## config.mk

```make
export PLATFORM = sky130hd
export DESIGN_NAME = idu_hazard_ctrl
export DESIGN_NICKNAME = d
export VERILOG_FILES = /design/src/rtl/idu_hazard_ctrl_pkg.sv /design/src/rtl/idu_scoreboard.sv /design/src/rtl/idu_hazard_ctrl.sv
export SDC_FILE = /design/constraint.sdc
export NUM_CORES = 1
export LEC_CHECK = 0
export ABC_AREA = 1
export CORE_MARGIN = 2
export CORE_UTILIZATION = 43
export DETAILED_ROUTE_END_ITERATION = 12
export PLACE_DENSITY = 0.73
export SYNTH_ARGS = -nofsm -noshare
export SYNTH_HDL_FRONTEND = slang
export SYNTH_HIERARCHICAL = 1
export SYNTH_SLANG_ARGS = --single-unit
```

## constraint.sdc

```tcl
create_clock -name clk -period 3.4 [get_ports clk]
set_input_delay 0.68 -clock clk [delete_from_list [all_inputs] [get_ports clk]]
set_output_delay 0.68 -clock clk [all_outputs]
set_load 0.02 [all_outputs]
```

## src/rtl/idu_hazard_ctrl_pkg.sv

```systemverilog
// rtl/idu_hazard_ctrl_pkg.sv - shared types for the decode issue/hazard controller
package idu_hazard_ctrl_pkg;

  localparam int NUM_GPR = 32;
  localparam int GPR_AW  = 5;

  typedef struct packed {
    logic              rs1;
    logic [GPR_AW-1:0] rs1_addr;
    logic              rs2;
    logic [GPR_AW-1:0] rs2_addr;
    logic              rd;
    logic [GPR_AW-1:0] rd_addr;
    logic              div;
    logic              load;
    logic              store;
    logic              legal;
  } idu0_out_t;

  typedef enum logic {
    DIV_IDLE = 1'b0,
    DIV_BUSY = 1'b1
  } div_state_e;

endpackage

```

## src/rtl/idu_scoreboard.sv

```systemverilog
// rtl/idu_scoreboard.sv - 32-entry pending-write scoreboard, one set and two clear ports
module idu_scoreboard
  import idu_hazard_ctrl_pkg::*;
(
  input  logic               clk,
  input  logic               rst_n,
  input  logic               set_en,
  input  logic [GPR_AW-1:0]  set_addr,
  input  logic               clr0_en,
  input  logic [GPR_AW-1:0]  clr0_addr,
  input  logic               clr1_en,
  input  logic [GPR_AW-1:0]  clr1_addr,
  input  logic [GPR_AW-1:0]  rd0_addr,
  input  logic [GPR_AW-1:0]  rd1_addr,
  output logic               rd0_data,
  output logic               rd1_data,
  output logic [NUM_GPR-1:0] sb
);

  logic [NUM_GPR-1:0] set_mask;
  logic [NUM_GPR-1:0] clr_mask;
  logic [NUM_GPR-1:0] sb_next;

  // x0 never has a pending write, so bit 0 is masked out of both sides
  always_comb begin
    set_mask = '0;
    clr_mask = '0;
    if (set_en)  set_mask[set_addr]  = 1'b1;
    if (clr0_en) clr_mask[clr0_addr] = 1'b1;
    if (clr1_en) clr_mask[clr1_addr] = 1'b1;
    set_mask[0] = 1'b0;
    clr_mask[0] = 1'b0;
    sb_next = (sb & ~clr_mask) | set_mask;
  end

  always_ff @(posedge clk or negedge rst_n) begin
    if (!rst_n) sb <= '0;
    else        sb <= sb_next;
  end

  assign rd0_data = sb[rd0_addr];
  assign rd1_data = sb[rd1_addr];

  always @(posedge clk) begin
    if (rst_n) assert ((set_mask & clr_mask) == '0);
  end

endmodule

```

## src/rtl/idu_hazard_ctrl.sv

```systemverilog
// rtl/idu_hazard_ctrl.sv - decode issue control: RAW/WAW scoreboard, divider FSM, mem-op limit
module idu_hazard_ctrl
  import idu_hazard_ctrl_pkg::*;
#(
  parameter int MAX_MEM_OPS = 4,
  parameter int CNT_W       = 4
) (
  input  logic               clk,
  input  logic               rst_n,
  input  idu0_out_t          idu0_out,
  input  logic               idu0_valid,
  input  logic               flush,
  input  logic               div_wb_valid,
  input  logic [GPR_AW-1:0]  div_wb_rd,
  input  logic               lsu_done,
  input  logic               lsu_wb_valid,
  input  logic [GPR_AW-1:0]  lsu_wb_rd,
  output logic               pipe_stall,
  output logic               issue_valid,
  output logic               div_busy,
  output logic [CNT_W-1:0]   mem_cnt,
  output logic [NUM_GPR-1:0] scoreboard
);

  localparam logic [CNT_W-1:0] MEM_MAX = CNT_W'(MAX_MEM_OPS);

  div_state_e div_state, div_state_next;
  logic [CNT_W-1:0] mem_cnt_next;
  logic rs1_pend, rs2_pend;
  logic raw, waw, struct_haz;
  logic mem_op, mem_inc, sb_set;
  logic legal_unused;

  // Illegal instructions issue normally; traps are raised downstream
  assign legal_unused = idu0_out.legal;

  idu_scoreboard u_sb (
    .clk       (clk),
    .rst_n     (rst_n),
    .set_en    (sb_set),
    .set_addr  (idu0_out.rd_addr),
    .clr0_en   (div_wb_valid),
    .clr0_addr (div_wb_rd),
    .clr1_en   (lsu_wb_valid),
    .clr1_addr (lsu_wb_rd),
    .rd0_addr  (idu0_out.rs1_addr),
    .rd1_addr  (idu0_out.rs2_addr),
    .rd0_data  (rs1_pend),
    .rd1_data  (rs2_pend),
    .sb        (scoreboard)
  );

  assign div_busy = (div_state == DIV_BUSY);
  assign mem_op   = idu0_out.load | idu0_out.store;

  // No writeback bypass: a clearing writeback still stalls its own cycle
  assign raw = (idu0_out.rs1 && idu0_out.rs1_addr != '0 && rs1_pend) ||
               (idu0_out.rs2 && idu0_out.rs2_addr != '0 && rs2_pend);
  assign waw = idu0_out.rd && idu0_out.rd_addr != '0 && scoreboard[idu0_out.rd_addr];
  assign struct_haz = (idu0_out.div && div_busy) || (mem_op && mem_cnt == MEM_MAX);

  assign pipe_stall  = idu0_valid && !flush && (raw || waw || struct_haz);
  assign issue_valid = idu0_valid && !flush && !pipe_stall;

  assign sb_set  = issue_valid && idu0_out.rd && idu0_out.rd_addr != '0 &&
                   (idu0_out.div || idu0_out.load);
  assign mem_inc = issue_valid && mem_op;

  always_comb begin
    div_state_next = div_state;
    case (div_state)
      DIV_IDLE: if (issue_valid && idu0_out.div) div_state_next = DIV_BUSY;
      DIV_BUSY: if (div_wb_valid)                div_state_next = DIV_IDLE;
      default:                                   div_state_next = DIV_IDLE;
    endcase
  end

  always_comb begin
    mem_cnt_next = mem_cnt;
    if (mem_inc && !lsu_done) begin
      if (mem_cnt != MEM_MAX) mem_cnt_next = mem_cnt + CNT_W'(1);
    end else if (lsu_done && !mem_inc) begin
      if (mem_cnt != '0) mem_cnt_next = mem_cnt - CNT_W'(1);
    end
  end

  always_ff @(posedge clk or negedge rst_n) begin
    if (!rst_n) begin
      div_state <= DIV_IDLE;
      mem_cnt   <= '0;
    end else begin
      div_state <= div_state_next;
      mem_cnt   <= mem_cnt_next;
    end
  end

  always @(posedge clk) begin
    if (rst_n) begin
      assert (!(div_wb_valid && div_state == DIV_IDLE));
      assert (!(lsu_done && !mem_inc && mem_cnt == '0));
    end
  end

endmodule

```

==> results by stage <==
Critical path:
- The number of cell instances on the worst register-to-register path is 21.
- Walking the worst path, the cells encountered are clkbuf_2 > bufbuf_16 > nand2_1 > nand3_1 > nand3_1 > nand2_1 > nand2_1 > nand2_1 > nand2_1 > nand2_1 > nand3_2 > nand2_2 > a31oi_4 > nand3_2 > nor2_2 > ha_2 > inv_2 > ha_1 > and3_4 > a211oi_2 > a21oi_1 > o21ai_1 > xor2_1.
- The slowest stage of the critical path belongs to the cell sky130_fd_sc_hd__bufbuf_16.
- The critical path class is input pin to flop.
- STA puts the critical path data arrival time at 3.39 ns.
- The element type at the critical path start is an input pin.
- In this design, the stage delay of the slowest critical-path cell is 0.28 ns.
- In this design, the critical path's most frequently occurring cell is sky130_fd_sc_hd__nand2_1.
- The worst setup path is captured at a flop.
- The maximum fanout count along the critical path is 9.
- For the worst setup path, the data required time is approximately 3.6 ns.

Power and ir drop:
- The sequential share of power is 36.1%.
- The internal portion of the total power is roughly 0.001 W.
- Summed over all nets, the switching power comes to about 0.0006 W.
- Of the total power, combinational logic draws a little over two fifths.
- The maximum resistive drop on vdd is approximately 0.25 mV.
- The clock network power share is ~20%.
- The switching power share of the total is 38.1%.
- The static leakage power is a little under 2 nW.
- Dividing total power by cell area gives a power density of approximately 360 nW/um^2.

Status:
- The run finished with clean final reports.

Placement:
- The detailed-placement wirelength estimate is about 8 mm.
- During placement, the flow inserted port buffers numbering between 70 and 80.
- In this run, placement finished with an instance count of 673.
- The congestion estimate from routability-driven global placement came to between 0.9 and 1.

Floorplanning:
- The floorplan has 31 rows.
- The count of pins on the block boundary is 78.
- The total area inside the core boundary comes to 7140 sq um.
- Once the floorplan was initialized, standard cells occupied about 44% of the core.
- The die is around 90 um tall.
- The die width is between 80 and 90 um.
- The floorplan step defined a die boundary enclosing approximately 8000 sq um.

Timing:
- The fraction of the cycle the final worst path needs is 93.4%.
- The smallest clock period supported by the final layout is computed as approximately 3.2 ns.
- On the final layout, the worst hold slack is 0.575 ns.
- Setup violations remaining at the end of the flow were counted as 0.
- The final number of hold-violating endpoints is 0.
- The achievable clock frequency is 315 MHz.
- The worst-case clock skew is between 0.003 and 0.004 ns.
- The number of pins with negative max-slew slack in the final report is 0.

Logic synthesis:
- The most used flip-flop cell after synthesis is sky130_fd_sc_hd__dfrtp_1.
- The cell type with the largest total area after synthesis is sky130_fd_sc_hd__dfrtp_1.
- sky130_fd_sc_hd__nand2_1 is the most common cell in the netlist.
- Sorting the synthesized cells by how often they occur yields sky130_fd_sc_hd__nand2_1 (163), sky130_fd_sc_hd__nand3_1 (111), sky130_fd_sc_hd__inv_1 (41).
- The async set-or-reset flop fraction in the synthesized netlist is between 90% and 100%.
- When the netlist entered floorplanning its net count stood at between 500 and 600.
- In this run, synthesis produced a sequential element count of 36.
- The synthesized instance count is 483.
- The synthesized design contains 0 enable-type register cells.
- The share of synthesized area in the top cell type comes to between 20% and 30%.
- The cell area after synthesis is 3120 sq um.
- The synthesized area per cell is around 6.5 sq um.
- The netlist uses 34 different library cells.
- The number of warnings issued by yosys is 6.
- Yosys attributes the largest share of cell area to sky130_fd_sc_hd__dfrtp_1 (29%), sky130_fd_sc_hd__nand2_1 (20%), sky130_fd_sc_hd__nand3_1 (18%).
- The sequential area share after synthesis is slightly below 30%.

Global route:
- The residual overflow from global routing is 0.
- For this run, global-route usage on met1 was measured as 38.8%.
- The met2 routing resource usage after global routing is a little under half.
- The first global-routing pass estimated roughly 18 mm of wire.
- The met3 global-route usage is between 3 and 4%.
- The number of antenna violations at the first check in global routing was 0.
- The via count of the first global-routing pass is ~3,700.
- The layer with the highest usage is met2.
- Entering global routing, the biggest net connects 37 pins.
- Global routing used between 20% and 30% of the available tracks across all layers.

Drt:
- The starting DRC count in detailed routing is between 300 and 400.
- The total number of vias is roughly 3,900.
- For this block, the routed nets add up to between 10 and 15 mm of wire.
- The post-route antenna net violation count is 0.
- The detailed-routing iteration count for the pre-antenna-repair pass is 5.
- The wire length per cell after detailed routing is roughly 17 um.
- For this run, design rule violations remaining after detail routing come to 0.
- The detailed-route vias per instance is ~5.7.

Layout:
- The finished layout holds about 690 standard cells, fillers aside.
- For this run, the post-layout net count is 632.
- The repair_antennas step left the layout with diodes totalling 0.
- Of the cells placed in the final design, the portion with a size suffix greater than 1 is between 15 and 20%.
- The area of the multi-input gates is 1940 sq um.
- From synthesis to final layout, the design area changed by 40.5%.
- The filler cell count is 679.
- In the final layout, flip-flops and latches occupy ~900 sq um.

Clock network:
- Clock tree synthesis inserted a total of 5 buffers.
- The clock latency on the worst-skew pair is approximately 0.29 ns.
- In this run the clock root is driven by a sky130_fd_sc_hd__clkbuf_8.
- The clock passes through at most 2 buffers.
- The clock-pin slew on the worst setup and hold paths is around 0.07 ns.
- The clock net in this run drives a total of 36 sinks.
- The H-tree level count is 2.
- TritonCTS built the clock tree.
- The number of hold buffers added after CTS was 0.

Min path:
- The worst hold path belongs to the class flop to flop.
- The depth of the worst hold-timing path is 2.

Job:
- The number of max-capacitance violations reported is 0.
==> placed cells by master, fill, tap and decap left out, types with 5 or more instances in the layout <==
| master | instances |
|---|---|
| sky130_fd_sc_hd__nand2_1 | 161 |
| sky130_fd_sc_hd__nand3_1 | 107 |
| sky130_fd_sc_hd__clkdlybuf4s50_1 | 65 |
| sky130_fd_sc_hd__inv_1 | 37 |
| sky130_fd_sc_hd__dfrtp_1 | 36 |
| sky130_fd_sc_hd__buf_4 | 27 |
| sky130_fd_sc_hd__o21ai_0 | 19 |
| sky130_fd_sc_hd__o21ai_1 | 18 |
| sky130_fd_sc_hd__o211ai_1 | 16 |
| sky130_fd_sc_hd__inv_2 | 12 |
| sky130_fd_sc_hd__nor2_1 | 9 |
| sky130_fd_sc_hd__nand3_2 | 8 |
| sky130_fd_sc_hd__clkbuf_8 | 6 |
| sky130_fd_sc_hd__nor3_1 | 5 |
| sky130_fd_sc_hd__dlymetal6s2s_1 | 5 |
==> power groups by stage <==
stage,Clock [W],Sequential (W),Combinational (W)
after detailed placement,0,0.000570,0.000636
after global routing,0.000336,0.000575,0.000754
after global placement,0,0.000568,0.000619
after floorplan,0,0.000610,0.000292
after CTS,0.000320,0.000565,0.000671
final,0.000314,0.000568,0.000691
==> state kept, by name, indices dropped and copies added (netlist names) <==
signal	count
div_busy	1
mem_cnt	4
u_sb/sb	31
==> metal layers <==
| metal | wire (um) | share of wire (%) |
|---|---|---|
| met1 | 4830 | 42 |
| met2 | 5360 | 46 |
| met3 | 929 | 8.0 |
| met4 | 506 | 4.4 |
| met5 | 0 | 0 |
==> critical path: cells and delay by family <==
family | cells | cell delay [ns]
AO/OA/AOI/OAI | 4 | 0.58
XOR/XNOR | 1 | 0.14
adder cells (fa/ha/maj) | 2 | 0.47
buffers and inverters | 3 | 0.45
AND/OR/NAND/NOR | 13 | 1.08
==> path summary, 6_finish.rpt <==
check                                  start           to  slack [ns]
worst max register to register   u_sb/sb[12]   mem_cnt[3]        0.49
worst min register to register      div_busy     div_busy        0.58
max in group asynchronous              rst_n  u_sb/sb[23]        2.27
worst min-delay path                div_busy     div_busy        0.58
worst max-delay path            idu0_out[10]   mem_cnt[3]        0.23
min in group asynchronous              rst_n  u_sb/sb[13]        0.81
==> cell type report <==
type | instances | area share [%]
Timing Repair Buffer | 113 | 25.4
Clock buffer | 6 | 1.88
Sequential cell | 36 | 20.5
Multi-Input combinational cell | 379 | 44.2
Inverter | 54 | 5.02
Clock inverter | 2 | 0.228
Tap cell | 99 | 2.82
==> cell families after synthesis <==
kind of cell / synth area share [%]
other cells: 0.120
fa+ha+maj: 1.84
compound gates: 12.7
buf+inv: 11.0
simple gates: 44.3
flops: 28.8
xor+xnor: 1.12
==> repair_timing <==
item	in CTS	in global routing
gates resized for setup	11	27
endpoints found under the setup margin	4	4
pin swaps	0	10
cloned	3	3
buffers inserted	1	1
==> metrics by stage <==
stage	setup slack (ns)	util, %	power, W	cell area [sq um]	TNS [ns]
finish	0.226	61.5	0.00157	4390	0
global route	-0.000267	61.5	0.00166	4390	-0.000267
CTS	0.0259	60.5	0.00156	4320	0
detailed placement	-0.580	57.7	0.00121	4120	-1.93
global placement	-0.514	57.7	0.00119	4120	-1.77
floorplan	0.109	-	0.000902	3120	0
(Power assumes the default switching activity.)
